[src/rtl/conversor_bcd_seq_pkg.sv]
// Shared definitions for the sequential binary-to-BCD converter:
// FSM encoding, digit width, default sizes and counter width helper.
package conversor_bcd_seq_pkg;

  typedef enum logic {
    OCIOSO  = 1'b0,
    DESLOCA = 1'b1
  } estado_t;

  localparam int DIGITO_W      = 4;
  localparam int N_BITS_DEF    = 8;
  localparam int N_DIGITOS_DEF = 3;

  // Counter must hold 0..n, so it needs clog2(n+1) bits.
  function automatic int cnt_width(input int n);
    return $clog2(n + 1);
  endfunction

endpackage

[src/rtl/conversor_bcd_seq_ajuste_add3.sv]
// One BCD digit correction step: add 3 when the digit is 5 or more,
// so the following left shift carries correctly into the next digit.
module conversor_bcd_seq_ajuste_add3
  import conversor_bcd_seq_pkg::*;
(
  input  logic [DIGITO_W-1:0] d_i,
  output logic [DIGITO_W-1:0] d_o
);

  assign d_o = (d_i >= DIGITO_W'(5)) ? d_i + DIGITO_W'(3) : d_i;

endmodule

[src/rtl/conversor_bcd_seq.sv]
// Sequential shift-and-add-3 binary-to-BCD converter, one input bit per clock.
// Output digits update only at completion, so the display never sees partial values.
module conversor_bcd_seq
  import conversor_bcd_seq_pkg::*;
#(
  parameter int N_BITS    = N_BITS_DEF,
  parameter int N_DIGITOS = N_DIGITOS_DEF
) (
  input  logic                Clock,
  input  logic                Reset_n,
  input  logic [N_BITS-1:0]   Entrada,
  input  logic                Iniciar,
  input  logic                Auto,
  output logic                Ocupado,
  output logic                Pronto,
  output logic                Valido,
  output logic [DIGITO_W-1:0] Centena,
  output logic [DIGITO_W-1:0] Dezena,
  output logic [DIGITO_W-1:0] Unidade,
  output estado_t             estado_o
);

  localparam int ACC_W = DIGITO_W * N_DIGITOS;
  localparam int CNT_W = cnt_width(N_BITS);
  localparam int DIG_W = 3 * DIGITO_W;

  // Handshake: a start is accepted only in OCIOSO (Ocupado=0); Pronto pulses
  // for one cycle when Centena/Dezena/Unidade take the new result.
  estado_t             estado_q, estado_d;
  logic [N_BITS-1:0]   desl_q, desl_d;
  logic [ACC_W-1:0]    acc_q, acc_d;
  logic [CNT_W-1:0]    cnt_q, cnt_d;
  logic [N_BITS-1:0]   ultimo_q, ultimo_d;
  logic [DIG_W-1:0]    dig_q, dig_d;
  logic                pronto_q, pronto_d;
  logic                valido_q, valido_d;

  logic [ACC_W-1:0]        acc_aj;
  logic [ACC_W+N_BITS-1:0] desloc;
  logic                    inicio;

  for (genvar g = 0; g < N_DIGITOS; g++) begin : g_ajuste
    conversor_bcd_seq_ajuste_add3 u_ajuste_add3 (
      .d_i (acc_q[g*DIGITO_W +: DIGITO_W]),
      .d_o (acc_aj[g*DIGITO_W +: DIGITO_W])
    );
  end

  assign desloc = {acc_aj, desl_q} << 1;
  assign inicio = Iniciar | (Auto & (Entrada != ultimo_q));

  always_comb begin
    estado_d = estado_q;
    desl_d   = desl_q;
    acc_d    = acc_q;
    cnt_d    = cnt_q;
    ultimo_d = ultimo_q;
    dig_d    = dig_q;
    pronto_d = 1'b0;
    valido_d = valido_q;
    case (estado_q)
      OCIOSO: begin
        if (inicio) begin
          desl_d   = Entrada;
          ultimo_d = Entrada;
          acc_d    = '0;
          cnt_d    = '0;
          estado_d = DESLOCA;
        end
      end
      DESLOCA: begin
        acc_d  = desloc[ACC_W+N_BITS-1:N_BITS];
        desl_d = desloc[N_BITS-1:0];
        cnt_d  = cnt_q + CNT_W'(1);
        if (cnt_q == CNT_W'(N_BITS - 1)) begin
          // Last shift: publish the corrected-and-shifted accumulator directly.
          dig_d    = desloc[N_BITS +: DIG_W];
          pronto_d = 1'b1;
          valido_d = 1'b1;
          estado_d = OCIOSO;
        end
      end
      default: estado_d = OCIOSO;
    endcase
  end

  always_ff @(posedge Clock or negedge Reset_n) begin
    if (!Reset_n) begin
      estado_q <= OCIOSO;
      desl_q   <= '0;
      acc_q    <= '0;
      cnt_q    <= '0;
      ultimo_q <= '0;
      dig_q    <= '0;
      pronto_q <= 1'b0;
      valido_q <= 1'b0;
    end else begin
      estado_q <= estado_d;
      desl_q   <= desl_d;
      acc_q    <= acc_d;
      cnt_q    <= cnt_d;
      ultimo_q <= ultimo_d;
      dig_q    <= dig_d;
      pronto_q <= pronto_d;
      valido_q <= valido_d;
    end
  end

  assign Ocupado  = (estado_q == DESLOCA);
  assign Pronto   = pronto_q;
  assign Valido   = valido_q;
  assign Centena  = dig_q[2*DIGITO_W +: DIGITO_W];
  assign Dezena   = dig_q[DIGITO_W +: DIGITO_W];
  assign Unidade  = dig_q[0 +: DIGITO_W];
  assign estado_o = estado_q;

endmodule

[config.mk]
export PLATFORM = sky130hd
export DESIGN_NAME = conversor_bcd_seq
export DESIGN_NICKNAME = d
export VERILOG_FILES = /design/src/rtl/conversor_bcd_seq_pkg.sv /design/src/rtl/conversor_bcd_seq_ajuste_add3.sv /design/src/rtl/conversor_bcd_seq.sv
export SDC_FILE = /design/constraint.sdc
export NUM_CORES = 1
export LEC_CHECK = 0
export BUFFER_PORTS_ARGS = -buffer_cell sky130_fd_sc_hd__buf_4
export CAP_MARGIN = 40
export CORE_ASPECT_RATIO = 1.4
export CORE_MARGIN = 1.5
export CORE_UTILIZATION = 57
export DETAILED_ROUTE_END_ITERATION = 7
export GPL_TIMING_DRIVEN = 0
export PLACE_DENSITY = 0.79
export SLEW_MARGIN = 30
export SYNTH_ARGS = -nofsm -noshare
export SYNTH_HDL_FRONTEND = slang
export SYNTH_SLANG_ARGS = --single-unit
[constraint.sdc]
create_clock -name Clock -period 2.94 [get_ports Clock]
set_input_delay 0.294 -clock Clock [delete_from_list [all_inputs] [get_ports Clock]]
set_output_delay 0.294 -clock Clock [all_outputs]
set_load 0.01 [all_outputs]
==> results.yml, run 1 <==
run_status:
  status: "finished with violations"
  violations: "hold timing"
worst_hold_path:
  holdCritPathClass: "in2async"
clock_tree:
  cts_resized: 0
  root_buffer: "clkbuf_8"
  max-clock-path-buffers: 2
  cts_tree: "done"
  clk_pin_slew_worst_paths_ns: 0.08
  clock-sinks: 47
  hold_buffers: 0
  clk_latency_ns: 0.31
  post_cts_buffers: 0
  cts_max_level: 2
  numCtsBuffers: 5
synthesis:
  yosysUniqueCellTypes: 31
  ys_ff_latch: 47
  yosys.area.top_type: "dfrtp_1"
  synth_top_area_share_pct: 52.5
  syn-num-nets: 239
  syn_area_mm2: 0.00224
  syn_avg_cell_area_um2: 10.2
  ys_warn_count: 0
  syn_inst: 220
  synthTopCellsByArea: "dfrtp_1, nand2_1, o21ai_0, xnor2_1, mux2_2"
  yosysSeqAreaShare_pct: 52.5
sta:
  setup_tns_ns: 0
  timing.slew.headroom_pct: 60.9
  fin_skew_ns: 0.00981
  holdWs_ns: -0.0123
  slew_violations: 0
  timing.fmax_mhz: 555
  tightestPinTransition_ns: 0.587
  rsz0062_at_grt: "no"
  fin_crit_sh_pct: 61.3
  hold_viol_final: 35
  setup_viol: 0
  layout_min_cycle_time_ns: 1.80
power_and_ir_drop:
  switching_power_mw: 1.06
  p_per_area_mw_per_mm2: 1100
  leakage_nw: 1.19
  internal_power_mw: 1.82
  ir_drop_mv: 0.668
  pwr-share-comb_pct: 42.7
  swShare_pct: 36.8
  clkPwrFrac_pct: 17.0
  pwr-share-seq_pct: 40.3
  p_total_mw: 2.88
worst_setup_path:
  crit_path_max_incr_delay_ns: 0.39
  reg2reg_slack_ns: 1.14
  endpoint_kind: "flop"
  arrival_ns: 1.99
  crit_type: "reg2reg"
  cp.required_ns: 3.13
  critPathLaunchType: "flop"
  worst-path-max-fanout: 10
  r2r-start: "ultimo_q[7]"
  slowest_stage: "dfrtp_1"
  rr_endpoint: "ultimo_q[6]"
  path_cells: "xnor2_1, nand4_1, o21a_1, buf_6, o21ai_4, mux2_2"
  rr_worst_depth: 6
grt:
  top_usage_layer: "met2"
  use_met3_pct: 5.06
  gr-total-overflow: 0
  grtUsageTotal_pct: 22.8
  met1_usage_pct: 26.5
  grt_pass1_vias: 1728
  grt_max_degree: 48
  antenna_found_initial: 0
  grt_pass1_wl_um: 7780
  grt_use_met2_pct: 40.4
floorplan:
  die_area_mm2: 0.00432
  start_util_pct: 60.4
  die_height_um: 77.2
  placementRows: 26
  die_w_um: 56.0
  core-area_mm2: 0.00371
  io_pins: 28
place:
  place.gp.congestion: 0.758
  io_buffers: 27
  hpwl_um: 3080
finish:
  multi_input_area_um2: 972
  fin_nets: 273
  diodes: 0
  regArea_mm2: 0.00118
  synthToLayoutAreaGrowth_pct: 16.6
  nFillCells: 324
  drive_above_1_share_pct: 19.6
route:
  drtIter0Drc: 33
  num_vias: 1700
  wl_per_cell_um: 14.7
  drt_pass1_iterations: 4
  postRouteWirelength_um: 4370
  drt_drc_violations_left: 0
  drt-vias-per-instance: 5.72
  postRouteAntennaNets: 0
job:
  maxCapViolCount: 0
[registers in the layout, indices dropped and copies added, names as in the netlist]
register / count
Valido: 1
cnt_q: 4
ultimo_q: 8
dig_q: 12
Ocupado: 1
acc_q: 12
Pronto: 1
desl_q: 8
[routing by layer]
layer / vias up / share of wire (%)
met5: - / 0
met4: 0 / 1.5
met3: 6 / 4.0
met2: 37 / 53
met1: 824 / 42
li1: 833 / -
[worst max path at each step]
stage / start / to / slack (ns) / depth (start not counted)
after floorplan: ultimo_q[7] / ultimo_q[0] / 1.30 / 6
after global placement: Entrada[3] / ultimo_q[0] / 1.10 / 7
after detailed placement: Entrada[3] / ultimo_q[4] / 1.09 / 7
after CTS: ultimo_q[7] / ultimo_q[6] / 1.12 / 6
after global routing: ultimo_q[0] / ultimo_q[4] / 1.07 / 6
final: ultimo_q[7] / ultimo_q[6] / 1.14 / 6
[through the flow]
step,util (%),instances,hold WS [ns],area (um2),setup WS [ns]
final,70.4,297,-0.0123,2610,1.14
after global placement,67.3,289,0.335,2490,1.10
after detailed placement,67.3,289,0.337,2490,1.09
after floorplan,-,220,-0.00159,2240,1.30
after global routing,70.4,297,0.0407,2610,1.07
after CTS,70.4,297,0.00800,2610,1.12
[synth_stat cells (all sizes together)]
cell     number
xnor2        12
nor3b         5
nor3          1
clkbuf        7
a2bb2oi       7
o31ai         3
nand4         2
xor2          1
o21ai        23
a21oi        11
dfrtp        47
nor2          4
nand3         6
ha            7
mux2          8
a31oi         8
nand2b        4
inv           9
nand4b        1
buf           5
mux2i         3
o21a          1
nand2        37
a31o          2
o22ai         6
[final cells by class]
class	instances	area share, %
flip-flops and latches	47	45.0
multi-input cells	152	37.2
repair buffers	27	7.76
clock buffers	6	3.16
plain buffers	12	2.20
well taps	42	2.01
clock inverters	2	1.34
inverters	9	1.29
[power by group through the flow]
stage	clock [mW]	combinational, mW	sequential [mW]
floorplan	0	0.855	1.16
global placement	0	1.18	1.15
detailed placement	0	1.22	1.17
CTS	0.495	1.24	1.16
global route	0.526	1.38	1.20
finish	0.490	1.23	1.16
[cell families (layout without fill, tap and decap cells)]
| family | after synthesis | after routing | synth area share [%] |
|---|---|---|---|
| AO/OA/AOI/OAI | 61 | 61 | 16.9 |
| XOR/XNOR | 13 | 13 | 5.08 |
| adder cells (fa/ha/maj) | 7 | 7 | 3.91 |
| buffers and inverters | 21 | 56 | 4.08 |
| flip-flops | 47 | 47 | 52.5 |
| multiplexers | 11 | 11 | 5.36 |
| AND/OR/NAND/NOR | 60 | 60 | 12.2 |
[cell usage in the layout (no fill, tap or decap), types with 4 or more instances in the layout]
cell type  synthesis  final
a21oi_1           11     11
mux2_2             8      8
a31oi_1            8      8
clkbuf_1           7      7
o22ai_1            6      6
nand2b_1           4      4
nand2_1           37     37
nor3b_1            5      5
nor2_1             4      4
inv_1              8      8
xnor2_1           12     12
clkbuf_8           0      6
nand3_1            6      6
buf_4              1     28
ha_1               7      7
dfrtp_1           47     47
o21ai_0           21     21
a2bb2oi_1          7      7
[critical path: cells and delay by family (launching register included)]
kind / cells / cell delay (ns)
buffers and inverters: 1 / 0.13
XOR/XNOR: 1 / 0.17
multiplexers: 1 / 0.37
AO/OA/AOI/OAI: 2 / 0.47
flip-flops: 1 / 0.39
AND/OR/NAND/NOR: 1 / 0.15
(Power assumes the default switching activity.)
==> run 2: changes to the inputs <==
--- a/config.mk
+++ b/config.mk
@@ -5,14 +5,15 @@
 export SDC_FILE = /design/constraint.sdc
 export NUM_CORES = 1
 export LEC_CHECK = 0
+export ABC_AREA = 1
 export BUFFER_PORTS_ARGS = -buffer_cell sky130_fd_sc_hd__buf_4
 export CAP_MARGIN = 40
 export CORE_ASPECT_RATIO = 1.4
 export CORE_MARGIN = 1.5
-export CORE_UTILIZATION = 57
+export CORE_UTILIZATION = 52
 export DETAILED_ROUTE_END_ITERATION = 7
 export GPL_TIMING_DRIVEN = 0
-export PLACE_DENSITY = 0.79
+export PLACE_DENSITY = 0.75
 export SLEW_MARGIN = 30
 export SYNTH_ARGS = -nofsm -noshare
 export SYNTH_HDL_FRONTEND = slang
==> constraint.sdc (replaced) <==
create_clock -name Clock -period 1.5 [get_ports Clock]
set_input_delay 0.15 -clock Clock [delete_from_list [all_inputs] [get_ports Clock]]
set_output_delay 0.15 -clock Clock [all_outputs]
set_load 0.01 [all_outputs]
==> results.yml, run 2 <==
worst_setup_path:
  critPathLaunchType: "flop"
  endpoint: "acc_q[5]"
  endpoint_kind: "flop"
  worst-path-max-fanout: 4
  r2r-start: "acc_q[4]"
  cp.required_ns: 1.75
  arrival_ns: 1.76
  rr_worst_depth: 8
  rr_endpoint: "acc_q[5]"
  crit_type: "reg2reg"
  reg2reg_slack_ns: -0.006
  setup.worst_path.start: "acc_q[4]"
clock_tree:
  numCtsBuffers: 5
  clk_latency_ns: 0.31
  root_buffer: "clkbuf_8"
  clk_pin_slew_worst_paths_ns: 0.09
  cts_max_level: 2
  clock-sinks: 47
  max-clock-path-buffers: 2
  cts_tree: "done"
sta:
  fin_skew_ns: 0.00823
  hold_viol_final: 0
  layout_min_cycle_time_ns: 1.51
  timing.final.ws_setup_ns: -0.00628
  rsz0062_at_grt: "yes"
  timing.fmax_mhz: 664
  fin_crit_sh_pct: 100
  setup_viol: 1
  holdWs_ns: 0.0989
  slew_violations: 0
  tightestPinTransition_ns: 0.592
  timing.slew.headroom_pct: 60.5
finish:
  fin_util_pct: 71.9
  synthToLayoutAreaGrowth_pct: 32.0
  diodes: 0
  design_area_mm2: 0.00326
  final_cell_mix: "nand2_1, dfrtp_1, buf_4"
  largestRegisters: "acc_q: 12 flops, dig_q: 12 flops"
  fin_nets: 371
  final_common_cell: "nand2_1"
  drive_above_1_share_pct: 33.7
place:
  place.gp.congestion: 0.785
  io_buffers: 27
  place_area_mm2: 0.00275
  hpwl_um: 3550
run_status:
  violations: "setup timing"
  status: "finished with violations"
power_and_ir_drop:
  swShare_pct: 40.1
  p_per_area_mw_per_mm2: 2220
  clkPwrFrac_pct: 15.2
  internal_power_mw: 4.33
  leakage_nw: 1.65
  pwr-share-seq_pct: 31.9
  ir_drop_mv: 1.32
  pwr-share-comb_pct: 52.9
  switching_power_mw: 2.89
floorplan:
  core-area_mm2: 0.00454
  die_area_mm2: 0.00518
  placementRows: 29
  die_w_um: 61.2
  die_height_um: 84.5
  io_pins: 28
  start_util_pct: 54.5
synthesis:
  ys_warn_count: 0
  yosys.area.top_type: "dfrtp_1"
  synth_edf_count: 0
  syn-num-nets: 316
  synth_common_cells: "nand2_1, dfrtp_1, nand4_1"
  syn_area_mm2: 0.00247
  syn_inst: 297
  yosysSeqAreaShare_pct: 47.6
  yosysMostFrequentCell: "nand2_1"
  synth_top_area_share_pct: 47.6
  ys_ff_latch: 47
  syn_avg_cell_area_um2: 8.32
  ys.flop_type: "dfrtp_1"
  synth_async_sr_flop_share_pct: 100
  yosysUniqueCellTypes: 26
  synthTopCellsByArea: "dfrtp_1, nand2_1, nand4_1, ha_1, o21ai_0"
grt:
  grtUsageTotal_pct: 22.9
  grt_pass1_wl_um: 8960
  grt_max_degree: 48
  antenna_found_initial: 0
  gr-total-overflow: 0
  grt_pass1_vias: 2007
route:
  num_vias: 2206
  drtIter0Drc: 179
  postRouteWirelength_um: 5840
  postRouteAntennaNets: 0
  wl_per_cell_um: 14.1
  drt_pass1_iterations: 4
  drt-vias-per-instance: 5.32
  drt_drc_violations_left: 0
worst_hold_path:
  holdCritPathClass: "in2reg"
job:
  maxCapViolCount: 0
-- run 2: cell count changes after synthesis, moves of 5 or more --
cell       change
a2bb2oi_1      -7
xnor2_1        -9
a31oi_1        -7
inv_1         +14
buf_2          +6
o22ai_1        -6
nor3b_1        -5
mux2_2         -8
clkbuf_1       -5
or2_2         +10
nand4_1       +22
nand2_1       +80
-- run 2: cell families (layout without fill, tap and decap cells) --
group,count (synthesis),after routing,synth area share (%)
XOR/XNOR,7,7,2.48
flip-flops,47,47,47.6
adder cells (fa/ha/maj),7,7,3.55
buffers and inverters,38,93,7.60
AO/OA/AOI/OAI,30,30,6.13
AND/OR/NAND/NOR,168,169,32.6
-- run 2: worst min-delay path by stage --
stage,endpoint,depth (start not counted),start
3_3_place_gp,dig_q[2],1,Reset_n
6_report,ultimo_q[7],3,Entrada[7]
2_1_floorplan,Ocupado,0,Reset_n
4_1_cts,ultimo_q[7],3,Entrada[7]
5_1_grt,ultimo_q[7],3,Entrada[7]
3_5_place_dp,dig_q[2],1,Reset_n
-- run 2: what timing repair did --
action                                  CTS  global route
gates resized for setup                  16            43
buffers inserted                         13             6
gates cloned                              0             3
hold endpoints to repair                 47             0
pin swaps                                 8            25
hold buffers                              1             0
endpoints found under the setup margin   17            21
-- run 2: final cells by class --
| type | count | area [um2] |
|---|---|---|
| well taps | 62 | 77.6 |
| flip-flops and latches | 47 | 1180 |
| multi-input cells | 213 | 1280 |
| clock inverters | 2 | 60.1 |
| repair buffers | 48 | 402 |
| fillers | 347 | 1280 |
| inverters | 25 | 101 |
| clock buffers | 6 | 72.6 |
| plain buffers | 12 | 92.6 |
-- run 2: power groups by stage --
stage	logic, mW	registers [mW]	clock network [mW]
floorplan	1.87	2.29	0
global placement	2.59	2.26	0
detailed placement	2.69	2.28	0
CTS	3.08	2.26	1.10
global route	4.23	2.37	1.16
finish	3.82	2.30	1.10
-- run 2: stage by stage --
step                setup WS (ns)  setup TNS, ns  std cells  total power, mW
CTS                      -0.00244       -0.00244        408             6.45
global route              -0.0769         -0.236        415             7.76
finish                   -0.00628       -0.00628        415             7.22
global placement          -0.0860         -0.618        386             4.85
floorplan                  0.0382              0        297             4.16
detailed placement         -0.157          -1.26        386             4.98
-- run 2: routing by layer --
| metal | share of wire, % | wire length, um | GRT usage, % |
|---|---|---|---|
| met1 | 41 | 2390 | 27.5 |
| met2 | 53 | 3070 | 38.1 |
| met3 | 4.0 | 234 | 4.78 |
| met4 | 2.4 | 138 | 10.3 |
| met5 | 0 | 0 | 0 |
-- run 2: worst max-delay path, cell delays in order, from the launching register on --
cell     delay, ns
dfrtp_1       0.42
inv_2         0.09
ha_4          0.14
inv_4         0.04
o21ai_4       0.17
nand2_4       0.09
xor2_2        0.19
or2_4         0.25
nand2_2       0.05
